**config.mk**
```make
export PLATFORM = sky130hd
export DESIGN_NAME = button_pulse_gen
export DESIGN_NICKNAME = d
export VERILOG_FILES = /design/src/rtl/button_pulse_gen_pkg.sv /design/src/rtl/button_pulse_gen_sync.sv /design/src/rtl/button_pulse_gen.sv
export SDC_FILE = /design/constraint.sdc
export NUM_CORES = 1
export LEC_CHECK = 0
export CAP_MARGIN = 20
export CORE_MARGIN = 4
export CORE_UTILIZATION = 28
export DETAILED_ROUTE_END_ITERATION = 8
export PLACE_DENSITY = 0.43
export SYNTH_ARGS = -nofsm -noshare
export SYNTH_HDL_FRONTEND = slang
export SYNTH_SLANG_ARGS = --single-unit
```
**constraint.sdc**
```tcl
create_clock -name clock -period 2.3 [get_ports clock]
set_input_delay 0.23 -clock clock [delete_from_list [all_inputs] [get_ports clock]]
set_output_delay 0.23 -clock clock [all_outputs]
set_load 0.01 [all_outputs]
```
**src/rtl/button_pulse_gen_pkg.sv**
```systemverilog
// Shared types and defaults for the pushbutton conditioning stage.
// Holds the FSM state enum, parameter defaults and a timer sizing helper.
package button_pulse_gen_pkg;

  typedef enum logic [2:0] {
    S_RELEASED    = 3'd0,
    S_PRESS_DEB   = 3'd1,
    S_PRESSED     = 3'd2,
    S_HOLDING     = 3'd3,
    S_RELEASE_DEB = 3'd4
  } btn_state_t;

  localparam int unsigned DEF_DEBOUNCE_CYCLES = 16;
  localparam int unsigned DEF_HOLD_CYCLES     = 64;
  localparam int unsigned DEF_REPEAT_CYCLES   = 32;
  localparam int unsigned DEF_CNT_W           = 16;

  // Smallest timer width that can reach max(a,b,c)-1.
  function automatic int unsigned cnt_width(
    input int unsigned a,
    input int unsigned b,
    input int unsigned c
  );
    int unsigned m;
    m = a;
    if (b > m) m = b;
    if (c > m) m = c;
    if (m <= 2) return 1;
    return $clog2(m);
  endfunction

endpackage

```
**src/rtl/button_pulse_gen_sync.sv**
```systemverilog
// Two-flop synchronizer for a single asynchronous bit.
// Both flops clear asynchronously; reusable by other input stages.
module sync_2ff (
  input  logic i_clk,
  input  logic i_clr,
  input  logic i_d,
  output logic o_q
);

  logic r_meta;
  logic r_sync;

  // Shift the raw input through two flops to settle metastability.
  always_ff @(posedge i_clk or posedge i_clr) begin
    if (i_clr) begin
      r_meta <= 1'b0;
      r_sync <= 1'b0;
    end else begin
      r_meta <= i_d;
      r_sync <= r_meta;
    end
  end

  assign o_q = r_sync;

endmodule

```
**src/rtl/button_pulse_gen.sv**
```systemverilog
// Debounces a raw pushbutton into a one-cycle press pulse,
// with optional hold-to-auto-repeat.
module button_pulse_gen
  import button_pulse_gen_pkg::*;
#(
  parameter int unsigned DEBOUNCE_CYCLES = DEF_DEBOUNCE_CYCLES,
  parameter int unsigned HOLD_CYCLES     = DEF_HOLD_CYCLES,
  parameter int unsigned REPEAT_CYCLES   = DEF_REPEAT_CYCLES,
  parameter int unsigned CNT_W           = DEF_CNT_W
) (
  input  logic clock,
  input  logic clear,
  input  logic button_in,
  input  logic repeat_en,
  output logic pulse,
  output logic button_level,
  output logic held
);

  localparam logic [CNT_W-1:0] DEB_LAST = CNT_W'(DEBOUNCE_CYCLES - 1);
  localparam logic [CNT_W-1:0] HLD_LAST = CNT_W'(HOLD_CYCLES - 1);
  localparam logic [CNT_W-1:0] REP_LAST = CNT_W'(REPEAT_CYCLES - 1);

  logic             w_btn_s;
  btn_state_t       r_state;
  btn_state_t       w_next;
  logic [CNT_W-1:0] r_cnt;
  logic             r_pulse;
  logic             w_pulse_set;
  logic             w_cnt_rst;

  sync_2ff u_sync (
    .i_clk (clock),
    .i_clr (clear),
    .i_d   (button_in),
    .o_q   (w_btn_s)
  );

  // State, shared timer and registered pulse.
  always_ff @(posedge clock or posedge clear) begin
    if (clear) begin
      r_state <= S_RELEASED;
      r_cnt   <= '0;
      r_pulse <= 1'b0;
    end else begin
      r_state <= w_next;
      r_cnt   <= w_cnt_rst ? '0 : r_cnt + CNT_W'(1);
      r_pulse <= w_pulse_set;
    end
  end

  // Next state; release always wins over repeat and timer expiry.
  always_comb begin
    w_next      = r_state;
    w_pulse_set = 1'b0;
    w_cnt_rst   = 1'b0;
    unique case (r_state)
      S_RELEASED: begin
        w_cnt_rst = 1'b1;
        if (w_btn_s) w_next = S_PRESS_DEB;
      end
      S_PRESS_DEB: begin
        if (!w_btn_s) begin
          w_next = S_RELEASED;
        end else if (r_cnt == DEB_LAST) begin
          w_next      = S_PRESSED;
          w_pulse_set = 1'b1;
        end
      end
      S_PRESSED: begin
        if (!w_btn_s) begin
          w_next = S_RELEASE_DEB;
        end else if (!repeat_en) begin
          w_cnt_rst = 1'b1;
        end else if (r_cnt == HLD_LAST) begin
          w_next      = S_HOLDING;
          w_pulse_set = 1'b1;
        end
      end
      S_HOLDING: begin
        if (!w_btn_s) begin
          w_next = S_RELEASE_DEB;
        end else if (!repeat_en) begin
          w_next = S_PRESSED;
        end else if (r_cnt == REP_LAST) begin
          w_pulse_set = 1'b1;
          w_cnt_rst   = 1'b1;
        end
      end
      S_RELEASE_DEB: begin
        if (w_btn_s) begin
          w_next = S_PRESSED;
        end else if (r_cnt == DEB_LAST) begin
          w_next = S_RELEASED;
        end
      end
      default: w_next = S_RELEASED;
    endcase
    if (w_next != r_state) w_cnt_rst = 1'b1;
  end

  // Level outputs decoded from state only.
  always_comb begin
    button_level = 1'b0;
    held         = 1'b0;
    unique case (1'b1)
      (r_state == S_PRESSED),
      (r_state == S_RELEASE_DEB): button_level = 1'b1;
      (r_state == S_HOLDING): begin
        button_level = 1'b1;
        held         = 1'b1;
      end
      default: ;
    endcase
  end

  assign pulse = r_pulse;

endmodule

```
==> qor.txt <==
All-Layer GR Usage - 0.102
Flop pwr share - 0.587
Cells after Synth - 118
Met3 usage - 0.0284
GRT met2 Usage - 0.164
H-tree levels - 1
Total gr overflow - 0
Die height - 74.4 um
First-pass GRT wire length - 4310 um
Dpl cells - 177
Asr flop ratio synth - 1.00
RSZ-0062 raised after global routing - false
Post-layout util - 0.353
Worst hold path class - in -> async
Yosys top cell by area - dfrtp_1
P&R area growth vs syn - 17.6%
Yosys cell types - 37
Fraction of layout cells with a size suffix above 1 - 0.260
Headroom to the max-slew limit - 0.617
Area contributors post-synth - dfrtp_1 45%, xor2_1 7.1%, nor2_2 5.1%, nor4_4 3.4%, xnor2_1 2.8%
Top cells by count, synth - 22 x dfrtp_1, 10 x nor2_2, 10 x xor2_1
Final wirelength - 2530 um
Post-Syn Nets - 123
DIE AREA - 5530 um^2
WS Path Type - reg -> reg
Dpl cell area - 1380 um^2
Rows - 23
Number of synthesis warnings - 0
EDFF count, synth - 0
Setup WS post-layout - 98.6 ps
Largest net degree at the start of global routing - 16
Peak VDD IR - 0.321 mV
CTS clk-pin slew, worst paths - 80 ps
Initial antenna violation count - 0
Port Buffers - 6
Initial Util - 0.300
CP required - 2450 ps
Post-Syn Area per Cell - 10.5 um^2
Met1 Track Usage GR - 0.138
Hold_ws - 322 ps
WL per Instance - 14.0 um
Fin nets - 138
Die W - 74.4 um
#FFs+latches synth - 22
Maximum clock rate - 454 MHz
Gate power share - 0.062
GP Congestion - 0.731
Synth Area in Simple Gates - 0.322
Post-route insts no fill - 181
Count leader, synth - dfrtp_1
Type of element launching the critical path - register
Part of the power in the clock network - 0.352
Period minus WS final - 2200 ps
DP Worst Slack - 78.6 ps
Setup crit end kind - register
Max Fanout on Critical Path - 8
Slew Viols, Final - 0
Num ports - 7
Diode count - 0
Sw frac - 0.225
Max Cap Viol - 0
Largest family of logic cells by synthesized area - simple AND/OR/NAND/NOR gates
Setup Skew - 1.17 ps
Mapped Area - 1230 um^2
# DRC - 0
Adder-Cell Fraction of Synth Area - 0.0101
WP data arrival - 2350 ps
Pwr/cell area - 466 nW/um^2
Leakage - 0.605 nW
Vias in the first global route - 883
Worst slew pin tran - 573 ps
First-pass DRT Iterations - 5
Design Area, Final - 1450 um^2
Setup TNS - 0 ps
Final Hold Fails - 0
Psw - 0.153 mW
Share of the synthesized area in the top cell type - 0.446
Post-route ant nets - 0
Worst-Skew Late Latency - 260 ps
Ys flop type - dfrtp_1
Core area - 4120 um^2
Num CTS Buffers - 3
Clock Path Buffers - 2
CTS tree - done
Clk root buf - clkbuf_8
Vias per cell - 4.84
Xor/xnor share of the synthesized area - 0.0994
Multiplexer area fraction after synthesis - 0
Via count - 876
Clock Sinks - 22
GR peak layer - met2
Period utilization - 0.957
Post-DP HPWL - 1850 um
Final Total Pwr - 0.677 mW
1st-iter DRT viols - 68
Compound-Gate Fraction of Synth Area - 0.0923
Outcome - finished clean
Final setup viols - 0
Seq/Total Area, Yosys - 0.446
Internal power - 0.524 mW
timing repair:
action | CTS | global route
resized for setup | 0 | 4
hold buffers | 0 | 0
setup buffers | 0 | 1
endpoints found under the setup margin | 0 | 15
layout make-up:
| cell class | count | area (um^2) |
|---|---|---|
| repair buffers | 14 | 128 |
| multi-input cells | 89 | 658 |
| fillers | 428 | 2660 |
| well taps | 50 | 62.6 |
| inverters | 3 | 11.3 |
| flip-flops and latches | 22 | 551 |
| clock buffers | 3 | 41.3 |
critical path, stage by stage, from the launching register on:
cell and delay [ps]:
dfrtp_1 420, or4_4 580, nor4_4 280, buf_4 180, nor4_2 60, o32ai_4 330
buf_6 190, nor2_1 50
cells by family (layout without fill, tap and decap cells):
logic type / Yosys count / count (layout)
and+or+nand+nor: 61 / 61
AOI/OAI and AO/OA: 13 / 13
adders and majority gates: 1 / 1
xor gates and xnor gates: 14 / 14
DFF: 22 / 22
buffers and inverters: 7 / 20
sequential cells by signal (all words and copies together) (netlist names):
| register | count |
|---|---|
| u_sync.r_meta | 1 |
| r_state | 3 |
| u_sync.o_q | 1 |
| pulse | 1 |
| r_cnt | 16 |
routing by layer:
metal | share of wire | routed length, um
met1 | 0.50 | 1250
met3 | 0.030 | 77
met5 | 0 | 0
met2 | 0.47 | 1180
met4 | 0.0075 | 19
power groups by stage:
stage / registers [mW] / logic (mW) / clock network, mW
2_1_floorplan: 0.401 / 0.0285 / 0
3_3_place_gp: 0.405 / 0.0395 / 0
3_5_place_dp: 0.405 / 0.0399 / 0
4_1_cts: 0.397 / 0.0403 / 0.253
5_1_grt: 0.399 / 0.0477 / 0.271
6_report: 0.397 / 0.0417 / 0.238
worst paths after layout:
check	start	endpoint	slack (ps)	cells past startpoint
setup / recovery	r_cnt[11]	r_cnt[2]	100	7
hold / removal	clear	r_cnt[1]	320	2
min in group clock	u_sync.r_meta	u_sync.o_q	350	0
hold reg to reg	u_sync.r_meta	u_sync.o_q	350	0
max in group asynchronous	clear	pulse	1440	3
setup reg to reg	r_cnt[11]	r_cnt[2]	100	7
cells in the final DEF (no fill, tap or decap), types with 2 or more instances in the layout:
cell type,count
nor2_1,6
nor4_4,2
clkbuf_8,3
nand3_1,6
xnor2_1,4
dfrtp_1,22
a21oi_1,3
and3_1,5
nand2_1,9
nor2_2,10
clkdlybuf4s50_1,6
and4_1,3
o21ai_0,3
inv_1,3
xor2_1,10
nand4_1,3
buf_4,6
nor2b_1,2
buf_6,2
and2_1,2
or4_4,2
Note: power is estimated with default switching activity, not from simulation.
